**src/rtl/slc3_control_fsm_if.sv**
```systemverilog
// Control bundle between the SLC-3 sequencer and its datapath/front panel.
// master = the controller, slave = datapath side.
interface slc3_control_fsm_if;
    logic       Run;
    logic       Continue;
    logic [3:0] Opcode;
    logic       IR_5;
    logic       IR_11;
    logic       BEN;

    logic       LD_MAR, LD_MDR, LD_IR, LD_BEN, LD_CC, LD_REG, LD_PC, LD_LED;
    logic       GatePC, GateMDR, GateALU, GateMARMUX;
    logic [1:0] PCMUX;
    logic       DRMUX, SR1MUX, SR2MUX, ADDR1MUX;
    logic [1:0] ADDR2MUX;
    logic [1:0] ALUK;
    logic       Mem_OE, Mem_WE;
    logic [4:0] State;

    modport master (
        input  Run, Continue, Opcode, IR_5, IR_11, BEN,
        output LD_MAR, LD_MDR, LD_IR, LD_BEN, LD_CC, LD_REG, LD_PC, LD_LED,
               GatePC, GateMDR, GateALU, GateMARMUX,
               PCMUX, DRMUX, SR1MUX, SR2MUX, ADDR1MUX, ADDR2MUX, ALUK,
               Mem_OE, Mem_WE, State
    );

    modport slave (
        output Run, Continue, Opcode, IR_5, IR_11, BEN,
        input  LD_MAR, LD_MDR, LD_IR, LD_BEN, LD_CC, LD_REG, LD_PC, LD_LED,
               GatePC, GateMDR, GateALU, GateMARMUX,
               PCMUX, DRMUX, SR1MUX, SR2MUX, ADDR1MUX, ADDR2MUX, ALUK,
               Mem_OE, Mem_WE, State
    );
endinterface

```
**src/rtl/slc3_control_fsm.sv**
```systemverilog
// SLC-3 sequencer: fetch/decode/execute micro-steps, datapath controls,
// memory strobes and the Run/Continue front-panel handshake. Moore, registered outputs.
module slc3_control_fsm #(
    parameter int unsigned MEM_WAIT = 2
) (
    input logic                Clk,
    input logic                Reset,
    slc3_control_fsm_if.master bus
);
    localparam int unsigned CW = 3;

    typedef enum logic [4:0] {
        HALTED = 5'd0, FETCH1, FETCH2, FETCH3, DECODE,
        ADD, AND, NOT, BR, BR_TAKEN, JMP, JSR1, JSR2,
        LDR1, LDR2, LDR3, STR1, STR2, STR3,
        PAUSE1, PAUSE2, PAUSE3
    } state_t;

    typedef struct packed {
        logic       ld_mar, ld_mdr, ld_ir, ld_ben, ld_cc, ld_reg, ld_pc, ld_led;
        logic       gate_pc, gate_mdr, gate_alu, gate_marmux;
        logic [1:0] pcmux;
        logic       drmux, sr1mux, sr2mux, addr1mux;
        logic [1:0] addr2mux;
        logic [1:0] aluk;
        logic       mem_oe, mem_we;
    } ctl_t;

    state_t        state;
    logic [CW-1:0] wait_cnt;
    ctl_t          ctl;

    function automatic logic last_beat(input logic [CW-1:0] w);
        return w == CW'(MEM_WAIT - 1);
    endfunction

    function automatic logic mem_state(input state_t s);
        return (s == FETCH2) || (s == LDR2) || (s == STR3);
    endfunction

    // Counter runs only inside a memory access and clears as the access ends.
    function automatic logic [CW-1:0] next_wait(input state_t s, input logic [CW-1:0] w);
        if (!mem_state(s) || last_beat(w)) return '0;
        return w + CW'(1);
    endfunction

    function automatic state_t next_state(input state_t s, input logic [CW-1:0] w,
                                          input logic run, input logic cont,
                                          input logic [3:0] op, input logic ben);
        case (s)
            HALTED:   return run ? HALTED : FETCH1;
            FETCH1:   return FETCH2;
            FETCH2:   return last_beat(w) ? FETCH3 : FETCH2;
            FETCH3:   return DECODE;
            DECODE: begin
                case (op)
                    4'b0001: return ADD;
                    4'b0101: return AND;
                    4'b1001: return NOT;
                    4'b0000: return BR;
                    4'b1100: return JMP;
                    4'b0100: return JSR1;
                    4'b0110: return LDR1;
                    4'b0111: return STR1;
                    4'b1101: return PAUSE1;
                    default: return FETCH1;
                endcase
            end
            BR:       return ben ? BR_TAKEN : FETCH1;
            JSR1:     return JSR2;
            LDR1:     return LDR2;
            LDR2:     return last_beat(w) ? LDR3 : LDR2;
            STR1:     return STR2;
            STR2:     return STR3;
            STR3:     return last_beat(w) ? FETCH1 : STR3;
            PAUSE1:   return PAUSE2;
            PAUSE2:   return cont ? PAUSE2 : PAUSE3;
            PAUSE3:   return cont ? FETCH1 : PAUSE3;
            default:  return FETCH1;
        endcase
    endfunction

    function automatic ctl_t decode(input state_t s, input logic [CW-1:0] w,
                                    input logic ir5, input logic ir11);
        ctl_t c;
        c = '0;
        case (s)
            FETCH1:   begin c.gate_pc = 1'b1; c.ld_mar = 1'b1; c.ld_pc = 1'b1; end
            FETCH2, LDR2: begin c.mem_oe = 1'b1; c.ld_mdr = last_beat(w); end
            FETCH3:   begin c.gate_mdr = 1'b1; c.ld_ir = 1'b1; end
            DECODE:   c.ld_ben = 1'b1;
            ADD, AND: begin
                c.sr2mux   = ir5;
                c.aluk     = (s == AND) ? 2'b01 : 2'b00;
                c.gate_alu = 1'b1; c.ld_reg = 1'b1; c.ld_cc = 1'b1;
            end
            NOT:      begin c.aluk = 2'b10; c.gate_alu = 1'b1; c.ld_reg = 1'b1; c.ld_cc = 1'b1; end
            BR_TAKEN: begin c.addr2mux = 2'b10; c.pcmux = 2'b10; c.ld_pc = 1'b1; end
            JMP:      begin c.aluk = 2'b11; c.gate_alu = 1'b1; c.pcmux = 2'b01; c.ld_pc = 1'b1; end
            JSR1:     begin c.gate_pc = 1'b1; c.drmux = 1'b1; c.ld_reg = 1'b1; end
            JSR2: begin
                c.ld_pc = 1'b1;
                if (ir11) begin
                    c.pcmux = 2'b10; c.addr2mux = 2'b11;
                end else begin
                    c.pcmux = 2'b01; c.aluk = 2'b11; c.gate_alu = 1'b1;
                end
            end
            LDR1, STR1: begin
                c.addr1mux = 1'b1; c.addr2mux = 2'b01; c.gate_marmux = 1'b1; c.ld_mar = 1'b1;
            end
            LDR3:     begin c.gate_mdr = 1'b1; c.ld_reg = 1'b1; c.ld_cc = 1'b1; end
            STR2:     begin c.sr1mux = 1'b1; c.aluk = 2'b11; c.gate_alu = 1'b1; c.ld_mdr = 1'b1; end
            STR3:     c.mem_we = 1'b1;
            PAUSE1:   c.ld_led = 1'b1;
            default:  c = '0;
        endcase
        return c;
    endfunction

    // Outputs are decoded from the state being entered so they line up with it.
    always_ff @(posedge Clk or posedge Reset) begin
        if (Reset) begin
            state    <= HALTED;
            wait_cnt <= '0;
            ctl      <= '0;
        end else begin
            state    <= next_state(state, wait_cnt, bus.Run, bus.Continue, bus.Opcode, bus.BEN);
            wait_cnt <= next_wait(state, wait_cnt);
            ctl      <= decode(next_state(state, wait_cnt, bus.Run, bus.Continue, bus.Opcode, bus.BEN),
                               next_wait(state, wait_cnt), bus.IR_5, bus.IR_11);
        end
    end

    assign bus.LD_MAR     = ctl.ld_mar;
    assign bus.LD_MDR     = ctl.ld_mdr;
    assign bus.LD_IR      = ctl.ld_ir;
    assign bus.LD_BEN     = ctl.ld_ben;
    assign bus.LD_CC      = ctl.ld_cc;
    assign bus.LD_REG     = ctl.ld_reg;
    assign bus.LD_PC      = ctl.ld_pc;
    assign bus.LD_LED     = ctl.ld_led;
    assign bus.GatePC     = ctl.gate_pc;
    assign bus.GateMDR    = ctl.gate_mdr;
    assign bus.GateALU    = ctl.gate_alu;
    assign bus.GateMARMUX = ctl.gate_marmux;
    assign bus.PCMUX      = ctl.pcmux;
    assign bus.DRMUX      = ctl.drmux;
    assign bus.SR1MUX     = ctl.sr1mux;
    assign bus.SR2MUX     = ctl.sr2mux;
    assign bus.ADDR1MUX   = ctl.addr1mux;
    assign bus.ADDR2MUX   = ctl.addr2mux;
    assign bus.ALUK       = ctl.aluk;
    assign bus.Mem_OE     = ctl.mem_oe;
    assign bus.Mem_WE     = ctl.mem_we;
    assign bus.State      = state;
endmodule

```
**src/flat_wrapper.sv**
```systemverilog
// flat-port wrapper written by rule: the top's interface ports become plain ports
module slc3_control_fsm_flat 
#(
    parameter int unsigned MEM_WAIT = 2
)
  (Clk, Reset, bus_Run, bus_Continue, bus_Opcode, bus_IR_5, bus_IR_11, bus_BEN, bus_LD_MAR, bus_LD_MDR, bus_LD_IR, bus_LD_BEN, bus_LD_CC, bus_LD_REG, bus_LD_PC, bus_LD_LED, bus_GatePC, bus_GateMDR, bus_GateALU, bus_GateMARMUX, bus_PCMUX, bus_DRMUX, bus_SR1MUX, bus_SR2MUX, bus_ADDR1MUX, bus_ADDR2MUX, bus_ALUK, bus_Mem_OE, bus_Mem_WE, bus_State);
  slc3_control_fsm_if bus_i ();
  input logic Clk;
  input logic Reset;
  input wire logic [$bits(bus_i.Run)-1:0] bus_Run;
  input wire logic [$bits(bus_i.Continue)-1:0] bus_Continue;
  input wire logic [$bits(bus_i.Opcode)-1:0] bus_Opcode;
  input wire logic [$bits(bus_i.IR_5)-1:0] bus_IR_5;
  input wire logic [$bits(bus_i.IR_11)-1:0] bus_IR_11;
  input wire logic [$bits(bus_i.BEN)-1:0] bus_BEN;
  output wire logic [$bits(bus_i.LD_MAR)-1:0] bus_LD_MAR;
  output wire logic [$bits(bus_i.LD_MDR)-1:0] bus_LD_MDR;
  output wire logic [$bits(bus_i.LD_IR)-1:0] bus_LD_IR;
  output wire logic [$bits(bus_i.LD_BEN)-1:0] bus_LD_BEN;
  output wire logic [$bits(bus_i.LD_CC)-1:0] bus_LD_CC;
  output wire logic [$bits(bus_i.LD_REG)-1:0] bus_LD_REG;
  output wire logic [$bits(bus_i.LD_PC)-1:0] bus_LD_PC;
  output wire logic [$bits(bus_i.LD_LED)-1:0] bus_LD_LED;
  output wire logic [$bits(bus_i.GatePC)-1:0] bus_GatePC;
  output wire logic [$bits(bus_i.GateMDR)-1:0] bus_GateMDR;
  output wire logic [$bits(bus_i.GateALU)-1:0] bus_GateALU;
  output wire logic [$bits(bus_i.GateMARMUX)-1:0] bus_GateMARMUX;
  output wire logic [$bits(bus_i.PCMUX)-1:0] bus_PCMUX;
  output wire logic [$bits(bus_i.DRMUX)-1:0] bus_DRMUX;
  output wire logic [$bits(bus_i.SR1MUX)-1:0] bus_SR1MUX;
  output wire logic [$bits(bus_i.SR2MUX)-1:0] bus_SR2MUX;
  output wire logic [$bits(bus_i.ADDR1MUX)-1:0] bus_ADDR1MUX;
  output wire logic [$bits(bus_i.ADDR2MUX)-1:0] bus_ADDR2MUX;
  output wire logic [$bits(bus_i.ALUK)-1:0] bus_ALUK;
  output wire logic [$bits(bus_i.Mem_OE)-1:0] bus_Mem_OE;
  output wire logic [$bits(bus_i.Mem_WE)-1:0] bus_Mem_WE;
  output wire logic [$bits(bus_i.State)-1:0] bus_State;
  assign bus_i.Run = bus_Run;
  assign bus_i.Continue = bus_Continue;
  assign bus_i.Opcode = bus_Opcode;
  assign bus_i.IR_5 = bus_IR_5;
  assign bus_i.IR_11 = bus_IR_11;
  assign bus_i.BEN = bus_BEN;
  assign bus_LD_MAR = bus_i.LD_MAR;
  assign bus_LD_MDR = bus_i.LD_MDR;
  assign bus_LD_IR = bus_i.LD_IR;
  assign bus_LD_BEN = bus_i.LD_BEN;
  assign bus_LD_CC = bus_i.LD_CC;
  assign bus_LD_REG = bus_i.LD_REG;
  assign bus_LD_PC = bus_i.LD_PC;
  assign bus_LD_LED = bus_i.LD_LED;
  assign bus_GatePC = bus_i.GatePC;
  assign bus_GateMDR = bus_i.GateMDR;
  assign bus_GateALU = bus_i.GateALU;
  assign bus_GateMARMUX = bus_i.GateMARMUX;
  assign bus_PCMUX = bus_i.PCMUX;
  assign bus_DRMUX = bus_i.DRMUX;
  assign bus_SR1MUX = bus_i.SR1MUX;
  assign bus_SR2MUX = bus_i.SR2MUX;
  assign bus_ADDR1MUX = bus_i.ADDR1MUX;
  assign bus_ADDR2MUX = bus_i.ADDR2MUX;
  assign bus_ALUK = bus_i.ALUK;
  assign bus_Mem_OE = bus_i.Mem_OE;
  assign bus_Mem_WE = bus_i.Mem_WE;
  assign bus_State = bus_i.State;
  slc3_control_fsm #(.MEM_WAIT(MEM_WAIT)) u_core (.Clk(Clk), .Reset(Reset), .bus(bus_i));
endmodule
```
**config.mk**
```make
export PLATFORM = sky130hd
export DESIGN_NAME = slc3_control_fsm_flat
export DESIGN_NICKNAME = d
export VERILOG_FILES = /design/src/rtl/slc3_control_fsm_if.sv /design/src/rtl/slc3_control_fsm.sv /design/src/flat_wrapper.sv
export SDC_FILE = /design/constraint.sdc
export NUM_CORES = 1
export LEC_CHECK = 0
export ABC_CLOCK_PERIOD_IN_PS = 2700
export CAP_MARGIN = 20
export CORE_MARGIN = 2
export CORE_UTILIZATION = 46
export DETAILED_ROUTE_END_ITERATION = 10
export PLACE_DENSITY = 0.76
export SYNTH_ARGS = -nofsm -noshare
export SYNTH_HDL_FRONTEND = slang
export SYNTH_SLANG_ARGS = --single-unit
```
**constraint.sdc**
```tcl
create_clock -name Clk -period 2.7 [get_ports Clk]
set_clock_uncertainty 0.2 [all_clocks]
set_input_delay 0.405 -clock Clk [delete_from_list [all_inputs] [get_ports Clk]]
set_output_delay 0.405 -clock Clk [all_outputs]
set_load 0.03 [all_outputs]
```
==> reports/results.txt <==
multi-input logic area: 958 sq um
slowest cell delay on critical path: 0.60 ns
TritonCTS clock tree: done
final wirelength: 4260 microns
post-synthesis cell count: 181
vias per cell: 5.36
# IOs: 40
Pleak: 1.20 nW
Mapped Area: 1860 sq um
Hold Crit Class: primary input to async pin
synth cell count leaders: 31 x dfrtp_1, 13 x nor2_1, 10 x inv_1, 9 x buf_2, 7 x nand2b_1
later-pin clock latency in the skew report: 0.28 ns
Fmax: 381 MHz
DRT iter0 DRCs: 108
syn nets: 198
CTS sink cnt: 31
DRC: 0
min cycle time layout: 2.62 ns
Initial Utilization: 47.3%
clock slew seen by the registers of the worst setup and hold paths: 0.06 ns
CP bufs+invs: 0
fillcell total: 304
Max-slew headroom: 71.4%
via count: 1,561
Post-DRT Antenna Nets: 0
sequential area share after synthesis: 41.6%
FF/Latch Area: 776 sq um
Placed Cells: 280
status: completed
share of the synthesized area in the top cell type: 41.6%
worst-path maximum fanout: 5
fraction of layout cells with a size suffix above 1: 27.8%
FF+latch count, synth: 31
CTS Hold Buffers Added: 0
Die Y: 67.6 microns
Worst setup SP type: flip-flop
final core occ: 65.5%
CP Cell Sequence: ha_1 > nor2b_1 > o21bai_1 > a21oi_1 > or4_4 > or4_4 > o211ai_2
Die Area: 4580 sq um
PwrDens: 1120 nW/um^2
initial antenna violation count: 0
Site Rows: 23
warnings from Yosys: 0
worst-margin pin slew: 0.429 ns
fin nets: 257
Data arrival, critical path: 2.63 ns
max-capacitance violation count: 0
Fin Hold WS: 0.302 ns
Primary FF master, synth: dfrtp_1
worst-case clock buffer depth: 2
largest area contributor in the netlist: dfrtp_1
CTS buffer count: 5
residual overflow from global routing: 0
core area: 3940 sq um
diode count: 0
# port buffers: 39
fin crit share: 97.2%
Fin. Hold Viols: 0
Die Width: 67.6 microns
most frequent CP cell: or4_4
top cell family by delay on the critical path: simple AND/OR/NAND/NOR gates
most common cell in the netlist: dfrtp_1
Final Non-Filler Cells: 291
Mean Syn Cell Area: 10.3 sq um
CTS Root Cell: clkbuf_8
DR WL/cell: 14.6 microns
# H-tree levels: 2
GPL Wtd Cong: 0.870
post-synth cell types: 61
Max Slew Vio Count: 0
first drt pass iteration count: 4
# setup viols final: 0
largest net degree at the start of global routing: 32
area delta synth->final: 38.6%
Critical Path End Type: flip-flop
Post-synth EDFFs: 0
global-route wire length before repair: 6710 microns
placed wire-length estimate: 3000 microns
Peak VDD IR: 670 uV
asr flop ratio synth: 100%
Total GRT Usage: 19.3%
slowest CP cell: or4_4
number of global-route vias before repair: 1,467
CP Class: flip-flop to flip-flop
Worst EP required: 2.70 ns
dominant cells by area after synthesis: dfrtp_1 42%, ha_1 4.0%, buf_6 3.0%
==> power breakdown <==
group	switching (W)	internal, W	leakage [nW]	total [W]
sequential	0.000108	0.000583	0.423	0.000691
combinational	0.000963	0.000767	0.713	0.00173
clock	0.000166	0.000298	0.0612	0.000464
total	0.00124	0.00165	1.20	0.00288
==> cell families (layout without fill, tap and decap cells) <==
group                      count (synthesis)  count (layout)  synth area share [%]
AOI/OAI and AO/OA                         41              41                  17.1
xor gates and xnor gates                   5               5                  2.35
adders and majority gates                  6               6                  4.03
buffers and inverters                     29              88                  9.13
DFF                                       31              31                  41.6
muxes                                      3               3                  1.68
and+or+nand+nor                           66              67                  24.1
==> sequential cells by signal, summed over array words and instances, names as in the netlist, 2 cells and up <==
signal and count:
u_core.bus.State 5, u_core.wait_cnt 3, u_core.bus.ADDR2MUX 2, u_core.bus.ALUK 2, u_core.bus.PCMUX 2
==> cell type report <==
| type | count | area share [%] |
|---|---|---|
| sequential | 31 | 30.0 |
| clock inverter | 2 | 1.36 |
| clock buffer | 6 | 3.20 |
| tap | 50 | 2.42 |
| inverter | 11 | 1.60 |
| multi-input combinational | 122 | 37.1 |
| timing repair buffer | 69 | 24.3 |
==> tightest hold or removal path, stage by stage <==
cell and delay, ns:
clkdlybuf4s50_1 0.39, inv_1 0.05, buf_4 0.34
==> repair_timing <==
item | in CTS | in global routing
buffers inserted | 0 | 2
setup endpoints to repair | 0 | 6
gates resized for setup | 0 | 14
==> worst paths after layout <==
path / start / end / slack, ns / depth (start not counted)
max reg2reg: u_core.wait_cnt[0]$_DFF_PP0_ / u_core.bus.ALUK[0]$_DFF_PP0_ / 0.08 / 7
max: u_core.wait_cnt[0]$_DFF_PP0_ / u_core.bus.ALUK[0]$_DFF_PP0_ / 0.08 / 7
min reg2reg: u_core.wait_cnt[0]$_DFF_PP0_ / u_core.wait_cnt[0]$_DFF_PP0_ / 0.30 / 1
min: Reset / u_core.bus.LD_MAR$_DFF_PP0_ / 0.30 / 3
min in group Clk: u_core.wait_cnt[0]$_DFF_PP0_ / u_core.wait_cnt[0]$_DFF_PP0_ / 0.30 / 1
max in group asynchronous: Reset / u_core.bus.LD_IR$_DFF_PP0_ / 1.73 / 3
==> metal layers <==
layer	up-vias	GRT usage (%)	routed length (microns)
li1	769	-	-
met1	737	27.9	1970
met2	48	29.4	2010
met3	7	3.83	226
met4	0	5.36	52
met5	-	0	0
==> metrics by stage <==
step	area [sq um]	power (W)	setup slack, ns	TNS [ns]
finish	2580	0.00288	0.0756	0
global route	2580	0.00305	-0.00284	-0.00284
CTS	2510	0.00277	0.0814	0
detailed placement	2400	0.00229	-0.203	-2.09
global placement	2400	0.00227	-0.156	-1.72
floorplan	1860	0.00180	0.118	0
==> cell usage in the layout, fill, tap and decap left out, types with 4 or more instances in the layout <==
master,count
buf_4,29
clkbuf_8,6
clkdlybuf4s50_1,36
dfrtp_1,31
ha_1,5
inv_1,8
nand2_1,6
nand2b_1,7
nand3_1,4
nor2_1,13
nor3b_1,4
xnor2_1,4
Power figures use the tool's default switching activity.
